<file path="config.mk">
export PLATFORM = sky130hd
export DESIGN_NAME = branch_target_buffer_assoc
export DESIGN_NICKNAME = d
export VERILOG_FILES = /design/src/rtl/branch_target_buffer_assoc_pkg.sv /design/src/rtl/branch_target_buffer_assoc_plru.sv /design/src/rtl/branch_target_buffer_assoc.sv
export SDC_FILE = /design/constraint.sdc
export NUM_CORES = 2
export LEC_CHECK = 0
export ABC_CLOCK_PERIOD_IN_PS = 4350
export CAP_MARGIN = 20
export CORE_ASPECT_RATIO = 1.1
export CORE_MARGIN = 5
export CORE_UTILIZATION = 57
export CTS_CLUSTER_SIZE = 12
export DETAILED_ROUTE_END_ITERATION = 8
export PLACE_DENSITY_LB_ADDON = 0.2
export SETUP_SLACK_MARGIN = 0.2
export SYNTH_ARGS = -nofsm -noshare
export SYNTH_HDL_FRONTEND = slang
export SYNTH_SLANG_ARGS = --single-unit
</file>
<file path="constraint.sdc">
create_clock -name clk -period 4.35 [get_ports clk]
set_clock_uncertainty 0.1 [all_clocks]
set_input_delay 0.6525 -clock clk [delete_from_list [all_inputs] [get_ports clk]]
set_output_delay 0.6525 -clock clk [all_outputs]
set_load 0.005 [all_outputs]
</file>
<file path="src/rtl/branch_target_buffer_assoc_pkg.sv">
// Shared types for the set-associative BTB: counter encoding, flush FSM states, counter helpers.
// Latency: n/a (types and pure functions only).
// Backpressure: n/a.
package btb_pkg;

    typedef logic [1:0] ctr_t;

    localparam ctr_t CTR_SNT = 2'b00;
    localparam ctr_t CTR_WNT = 2'b01;
    localparam ctr_t CTR_WT  = 2'b10;
    localparam ctr_t CTR_ST  = 2'b11;

    typedef enum logic {IDLE, FLUSH} flush_state_t;

    // Saturating increment toward strongly-taken.
    function automatic ctr_t ctr_inc(input ctr_t c);
        return (c == CTR_ST) ? CTR_ST : ctr_t'(c + 2'b01);
    endfunction

    // Saturating decrement toward strongly-not-taken.
    function automatic ctr_t ctr_dec(input ctr_t c);
        return (c == CTR_SNT) ? CTR_SNT : ctr_t'(c - 2'b01);
    endfunction

endpackage

</file>
<file path="src/rtl/branch_target_buffer_assoc_plru.sv">
// Tree pseudo-LRU for one set: picks a victim (lowest invalid way first) and computes touched bits.
// Latency: purely combinational.
// Backpressure: none; caller decides whether to commit plru_o.
module btb_plru #(
    parameter int WAYS = 2,
    localparam int PW  = (WAYS > 1) ? WAYS - 1 : 1,
    localparam int WW  = (WAYS > 1) ? $clog2(WAYS) : 1
) (
    input  logic [PW-1:0]   plru_i,
    input  logic [WW-1:0]   acc_way_i,
    input  logic [WAYS-1:0] valid_i,
    output logic [WW-1:0]   victim_o,
    output logic [PW-1:0]   plru_o
);

    logic [WW-1:0] tree_v;

    // Each tree bit points at the side holding the victim; touching a way points bits away from it.
    generate
        if (WAYS == 1) begin : g_w1
            assign tree_v = '0;
            assign plru_o = plru_i;
        end else if (WAYS == 2) begin : g_w2
            assign tree_v = plru_i[0];
            assign plru_o = ~acc_way_i[0];
        end else begin : g_w4
            assign tree_v = plru_i[0] ? {1'b1, plru_i[2]} : {1'b0, plru_i[1]};
            assign plru_o = {acc_way_i[1] ? ~acc_way_i[0] : plru_i[2],
                             acc_way_i[1] ? plru_i[1]     : ~acc_way_i[0],
                             ~acc_way_i[1]};
        end
    endgenerate

    // An invalid way always beats the tree choice; the lowest-numbered one wins.
    always_comb begin
        victim_o = tree_v;
        for (int w = WAYS - 1; w >= 0; w--) begin
            if (!valid_i[w]) victim_o = WW'(w);
        end
    end

endmodule

</file>
<file path="src/rtl/branch_target_buffer_assoc.sv">
// Set-associative BTB with partial tags, 2-bit counters, tree PLRU and a sequential flush sweep.
// Latency: fetch lookup combinational; update and flush take effect at the next rising edge.
// Backpressure: none; updates arriving while the sweep runs are dropped. Optional BTB_PERF_CNT_EN adds counters.
module branch_target_buffer_assoc
    import btb_pkg::*;
#(
    parameter int INDEX_BITS = 4,
    parameter int WAYS       = 2,
    parameter int TAG_BITS   = 8
) (
    input  logic        clk,
    input  logic        rst_n,
    input  logic [31:0] PC_F,
    output logic        hit_F,
    output logic        taken_F,
    output logic [31:0] target_F,
    input  logic        update_en,
    input  logic [31:0] PC_E,
    input  logic        taken_E,
    input  logic [31:0] target_E,
    input  logic        flush_req,
    output logic        flush_busy
`ifdef BTB_PERF_CNT_EN
    ,
    output logic [31:0] lookup_cnt,
    output logic [31:0] hit_cnt,
    output logic [31:0] mispredict_cnt
`endif
);

    localparam int SETS = 2 ** INDEX_BITS;
    localparam int PW   = (WAYS > 1) ? WAYS - 1 : 1;
    localparam int WW   = (WAYS > 1) ? $clog2(WAYS) : 1;
    localparam int TOP  = TAG_BITS + INDEX_BITS + 1;

    logic [WAYS-1:0]     valid_q [SETS];
    logic [TAG_BITS-1:0] tag_q   [SETS][WAYS];
    logic [31:0]         tgt_q   [SETS][WAYS];
    ctr_t                ctr_q   [SETS][WAYS];
    logic [PW-1:0]       plru_q  [SETS];

    flush_state_t          state_q, state_d;
    logic [INDEX_BITS-1:0] fcnt_q, fcnt_d;

    logic [INDEX_BITS-1:0] idx_f, idx_e;
    logic [TAG_BITS-1:0]   tag_f, tag_e;
    logic                  hit_f_raw, e_hit;
    logic [31:0]           tgt_f, e_tgt;
    ctr_t                  ctr_f, e_ctr;
    logic [WW-1:0]         e_way, victim, acc_way;
    logic [PW-1:0]         plru_nxt;
    logic                  unused_pc;

    assign idx_f = PC_F[INDEX_BITS+1:2];
    assign tag_f = PC_F[TOP:INDEX_BITS+2];
    assign idx_e = PC_E[INDEX_BITS+1:2];
    assign tag_e = PC_E[TOP:INDEX_BITS+2];
    assign unused_pc = ^{PC_F[31:TOP+1], PC_F[1:0], PC_E[31:TOP+1], PC_E[1:0]};

    // Fetch-side tag compare; matches are unique so the last match is the only match.
    always_comb begin
        hit_f_raw = 1'b0;
        tgt_f     = '0;
        ctr_f     = CTR_WNT;
        for (int w = 0; w < WAYS; w++) begin
            if (valid_q[idx_f][w] && tag_q[idx_f][w] == tag_f) begin
                hit_f_raw = 1'b1;
                tgt_f     = tgt_q[idx_f][w];
                ctr_f     = ctr_q[idx_f][w];
            end
        end
    end

    assign hit_F    = hit_f_raw & ~flush_busy;
    assign taken_F  = hit_F & ctr_f[1];
    assign target_F = hit_F ? tgt_f : 32'h0;

    // Execute-side tag compare, independent of the fetch port.
    always_comb begin
        e_hit = 1'b0;
        e_way = '0;
        e_tgt = '0;
        e_ctr = CTR_WNT;
        for (int w = 0; w < WAYS; w++) begin
            if (valid_q[idx_e][w] && tag_q[idx_e][w] == tag_e) begin
                e_hit = 1'b1;
                e_way = WW'(w);
                e_tgt = tgt_q[idx_e][w];
                e_ctr = ctr_q[idx_e][w];
            end
        end
    end

    assign acc_way = e_hit ? e_way : victim;

    btb_plru #(.WAYS(WAYS)) u_plru (
        .plru_i    (plru_q[idx_e]),
        .acc_way_i (acc_way),
        .valid_i   (valid_q[idx_e]),
        .victim_o  (victim),
        .plru_o    (plru_nxt)
    );

    // Entry storage: flush sweep has priority, then training/allocation from Execute.
    always_ff @(posedge clk or negedge rst_n) begin
        if (!rst_n) begin
            for (int s = 0; s < SETS; s++) begin
                valid_q[s] <= '0;
                plru_q[s]  <= '0;
                for (int w = 0; w < WAYS; w++) begin
                    tag_q[s][w] <= '0;
                    tgt_q[s][w] <= '0;
                    ctr_q[s][w] <= CTR_WNT;
                end
            end
        end else if (flush_busy) begin
            valid_q[fcnt_q] <= '0;
            plru_q[fcnt_q]  <= '0;
        end else if (update_en) begin
            if (e_hit) begin
                ctr_q[idx_e][e_way] <= taken_E ? ctr_inc(e_ctr) : ctr_dec(e_ctr);
                if (taken_E) tgt_q[idx_e][e_way] <= target_E;
                plru_q[idx_e] <= plru_nxt;
            end else if (taken_E) begin
                valid_q[idx_e][victim] <= 1'b1;
                tag_q[idx_e][victim]   <= tag_e;
                tgt_q[idx_e][victim]   <= target_E;
                ctr_q[idx_e][victim]   <= CTR_WT;
                plru_q[idx_e]          <= plru_nxt;
            end
        end
    end

    // Flush FSM state register.
    always_ff @(posedge clk or negedge rst_n) begin
        if (!rst_n) begin
            state_q <= IDLE;
            fcnt_q  <= '0;
        end else begin
            state_q <= state_d;
            fcnt_q  <= fcnt_d;
        end
    end

    // Flush FSM next state: a request in either state (re)starts the sweep from set 0.
    always_comb begin
        state_d = state_q;
        fcnt_d  = fcnt_q;
        if (flush_req) begin
            state_d = FLUSH;
            fcnt_d  = '0;
        end else if (state_q == FLUSH) begin
            if (fcnt_q == INDEX_BITS'(SETS - 1)) begin
                state_d = IDLE;
                fcnt_d  = '0;
            end else begin
                fcnt_d = fcnt_q + 1'b1;
            end
        end
    end

    // Flush FSM outputs.
    always_comb begin
        flush_busy = (state_q == FLUSH);
    end

`ifdef BTB_PERF_CNT_EN
    logic [31:0] lookup_cnt_q, hit_cnt_q, mispredict_cnt_q;
    logic        e_pred, mispredict;

    assign e_pred     = e_hit & e_ctr[1];
    assign mispredict = (e_pred != taken_E) | (e_pred & taken_E & (e_tgt != target_E));

    // Saturating performance counters.
    always_ff @(posedge clk or negedge rst_n) begin
        if (!rst_n) begin
            lookup_cnt_q     <= '0;
            hit_cnt_q        <= '0;
            mispredict_cnt_q <= '0;
        end else begin
            if (!flush_busy && lookup_cnt_q != '1) lookup_cnt_q <= lookup_cnt_q + 1'b1;
            if (hit_F && hit_cnt_q != '1) hit_cnt_q <= hit_cnt_q + 1'b1;
            if (update_en && !flush_busy && mispredict && mispredict_cnt_q != '1)
                mispredict_cnt_q <= mispredict_cnt_q + 1'b1;
        end
    end

    assign lookup_cnt     = lookup_cnt_q;
    assign hit_cnt        = hit_cnt_q;
    assign mispredict_cnt = mispredict_cnt_q;
`else
    logic unused_tgt;
    assign unused_tgt = ^e_tgt;
`endif

endmodule

</file>
==> results_dict.tcl <==
set metrics [dict create \
    status "complete, but fails checks" \
    violations "setup timing" \
    timing.final.ws_setup_ps -458 \
    crit_chain "mux4_2 -> mux4_2 -> xor2_2 -> nor4_4 -> buf_4 -> nand3_4 -> buf_6 -> or3b_4 -> buf_6 -> o22ai_4 -> buf_6 -> buf_6" \
    ys_ff_latch 1397 \
    cpMaxStageDelayCell "mux4_2" \
    cts_tree "yes" \
    ys_seq_area_frac 0.524 \
    cts_max_path_buffers 3 \
    initial_core_util 0.575 \
    wl_per_cell_um 29.4 \
    cp_common_cell "buf_6" \
    rows 131 \
    synth_flop_cell "dfrtp_1" \
    synth_common_cells "dfrtp_1 (1365), mux2_2 (1264), mux4_2 (502)" \
    path_clk_slew_ps 60 \
    fillCellCount 7700 \
    synth.top_cell.area_share 0.511 \
    dr.pass1.iters 7 \
    r2r_end "tgt_q[669]" \
    avgSynthCellArea_sq_um 15.5 \
    grt_pass1_wl_um 280000 \
    max_cap_violations 0 \
    drc 0 \
    area_growth_pct 18.7 \
    grt_antenna_before_repair 3 \
    drt-vias-per-instance 6.50 \
    core_area_sq_um 116000 \
    fin_hold_ws_ps 362 \
    critPathKind "flip-flop to output pin" \
    synth_cell_type_count 59 \
    crit_fanout 4 \
    cp.required_ps 3600 \
    peakVddDrop_v 0.000335 \
    synth_edf_count 0 \
    drt-initial-drc-count 3571 \
    rsz0062_at_grt "true" \
    critPathCapture "target_F[25]" \
    worst_pin_slew_ps 1100 \
    hold_class "flip-flop to flip-flop" \
    tns_ps -12730 \
    critPathMaxStageDelay_ps 500 \
    setup_viol 34 \
    grt_overflow 0 \
    drv_slew 0 \
    slew_headroom 0.265 \
    rrSetupSlack_ps 590 \
    drive_gt1_frac 0.548 \
    clock.fmax_mhz 208 \
    die_area_sq_um 124000 \
    layout.nets 4758 \
    synthesis.nets 4425 \
    drt.antenna.violating_nets 0 \
    clock-sinks 1397 \
    post-synth-top-count-cell "dfrtp_1" \
    fin_crit_sh 1.11 \
    critPathLaunchType "flip-flop" \
    dieHeight_um 369 \
    clk_root_buffer_cell "clkbuf_16" \
    power_density_nw_per_um2 345 \
    period_needed_ps 4810 \
    ys_warn_count 0 \
    p_total_mw 27.4 \
    ys_top_cells_by_area "dfrtp_1 (51%), mux2_2 (21%), mux4_2 (17%)" \
    dp_hpwl_um 115000 \
    power.leakage_nw 38.2 \
    worstPathArrival_ps 4060 \
    synth_top_cell_by_area "dfrtp_1" \
    cp.depth 12 \
    grtUsageTotal 0.302 \
    syn_area_sq_um 66800 \
    finalHoldViolCount 0 \
    io_pins 136 \
    path_buf_inv 5 \
    cts_buffers 146 \
    reg2reg_from "tag_q[14]" \
    crit_family "multiplexers" \
    numPortBuffers 95 \
    totalWireLength_um 185000 \
    grt_pass1_vias 43500 \
    r2r_cells 11 \
    num_vias 40800 \
    crit_path_end_kind "output pin" \
    crit_start "tag_q[15]" \
    ys_async_sr_fraction 1.00 \
    clk_latency_ps 780 \
    syn_inst 4320 \
    htreeDepth 4 \
    gp_congestion 0.888 \
    die_w_um 337 \
    grt_max_degree 143 \
]
state kept, by name, summed over array words and instances (netlist names):
signal / count
flush_busy: 1
tgt_q: 1024
tag_q: 256
plru_q: 16
valid_q: 32
ctr_q: 64
fcnt_q: 4
routing by layer:
| layer | share of wire | track usage | wire length [um] |
|---|---|---|---|
| met1 | 0.41 | 0.411 | 75300 |
| met2 | 0.50 | 0.499 | 92100 |
| met3 | 0.054 | 0.0467 | 9910 |
| met4 | 0.040 | 0.112 | 7460 |
| met5 | 0.000070 | 0 | 13 |
repair_timing:
item,in CTS,in global routing
hold buffers,1,0
setup buffers,14,2
pin swaps,12,8
setup endpoints to repair,34,34
gates resized for setup,225,11
endpoints found under the hold margin,87,0
gates cloned,4,0
report_power, final:
| group | internal, mW | switching (mW) |
|---|---|---|
| Clock | 7.25 | 5.16 |
| Sequential | 13.1 | 0.0749 |
| Combinational | 0.682 | 1.09 |
metrics by stage:
step                      std cells  utilization  cell area (sq um)  worst slack (ps)
after floorplan                4320            -              66900               215
after global placement         5999        0.635              73800             -1160
after detailed placement       5999        0.635              73800             -1160
after CTS                      6266        0.680              79000              -563
after global routing           6284        0.683              79400              -525
final                          6284        0.683              79400              -458
cell type report:
type	count	area [sq um]	area share
Sequential cell	1397	35000	0.441
Multi-Input combinational cell	2471	30500	0.384
Timing Repair Buffer	584	7010	0.0884
Clock buffer	231	4460	0.0562
Tap cell	1529	1910	0.0241
Clock inverter	17	268	0.00337
Inverter	53	204	0.00257
Antenna cell	2	5.00	0.0000631
kinds of logic (layout without fill, tap and decap cells):
logic type      after synthesis  in the layout  share of synthesized area
compound gates              199            199                     0.0193
xor+xnor                     37             37                    0.00485
fa+ha+maj                     8              8                    0.00135
buf+inv                     452            885                     0.0286
flops                      1397           1397                      0.524
mux                        1856           1856                      0.396
other cells                   0              2                          0
simple gates                371            371                     0.0262
worst reg2reg max path: stages, from the launching register on:
cell,delay (ps)
dfrtp_1,400
mux4_2,490
mux4_2,480
xor2_1,190
nor4b_2,340
buf_4,210
a31oi_4,100
buf_12,160
buf_12,170
o21ai_4,400
buf_12,240
mux2_2,360
worst min path at each step:
stage,startpoint,end,slack [ps],depth (start not counted)
2_1_floorplan,rst_n,ctr_q[11],260,0
3_3_place_gp,ctr_q[58],ctr_q[58],350,2
3_5_place_dp,ctr_q[58],ctr_q[58],350,2
4_1_cts,ctr_q[58],ctr_q[58],360,2
5_1_grt,ctr_q[58],ctr_q[58],380,2
6_report,ctr_q[58],ctr_q[58],360,2
cell usage in the layout (no fill, tap or decap), types with 12 or more instances in the layout:
master and count:
a31oi_1 26, inv_1 47, or3_1 13, buf_12 170, nand3_1 45, buf_4 285, clkbuf_1 43, clkdlybuf4s50_1 53
dfrtp_1 1365, mux2i_1 62, nand2_1 165, buf_6 27, xor2_1 18, o21ai_4 16, o21ai_0 25, mux2_2 1264
xnor2_1 17, clkbuf_8 36, a22oi_1 28, a21oi_4 13, nand3b_1 14, o22ai_1 12, a22o_1 15, nor3_1 15
buf_2 26, clkbuf_16 158, a21oi_2 16, mux2_1 28, mux4_2 502, dfstp_2 32, nor2_1 51, o21a_1 16
nand4_1 25
No activity file was read; power rests on OpenSTA's default activity.
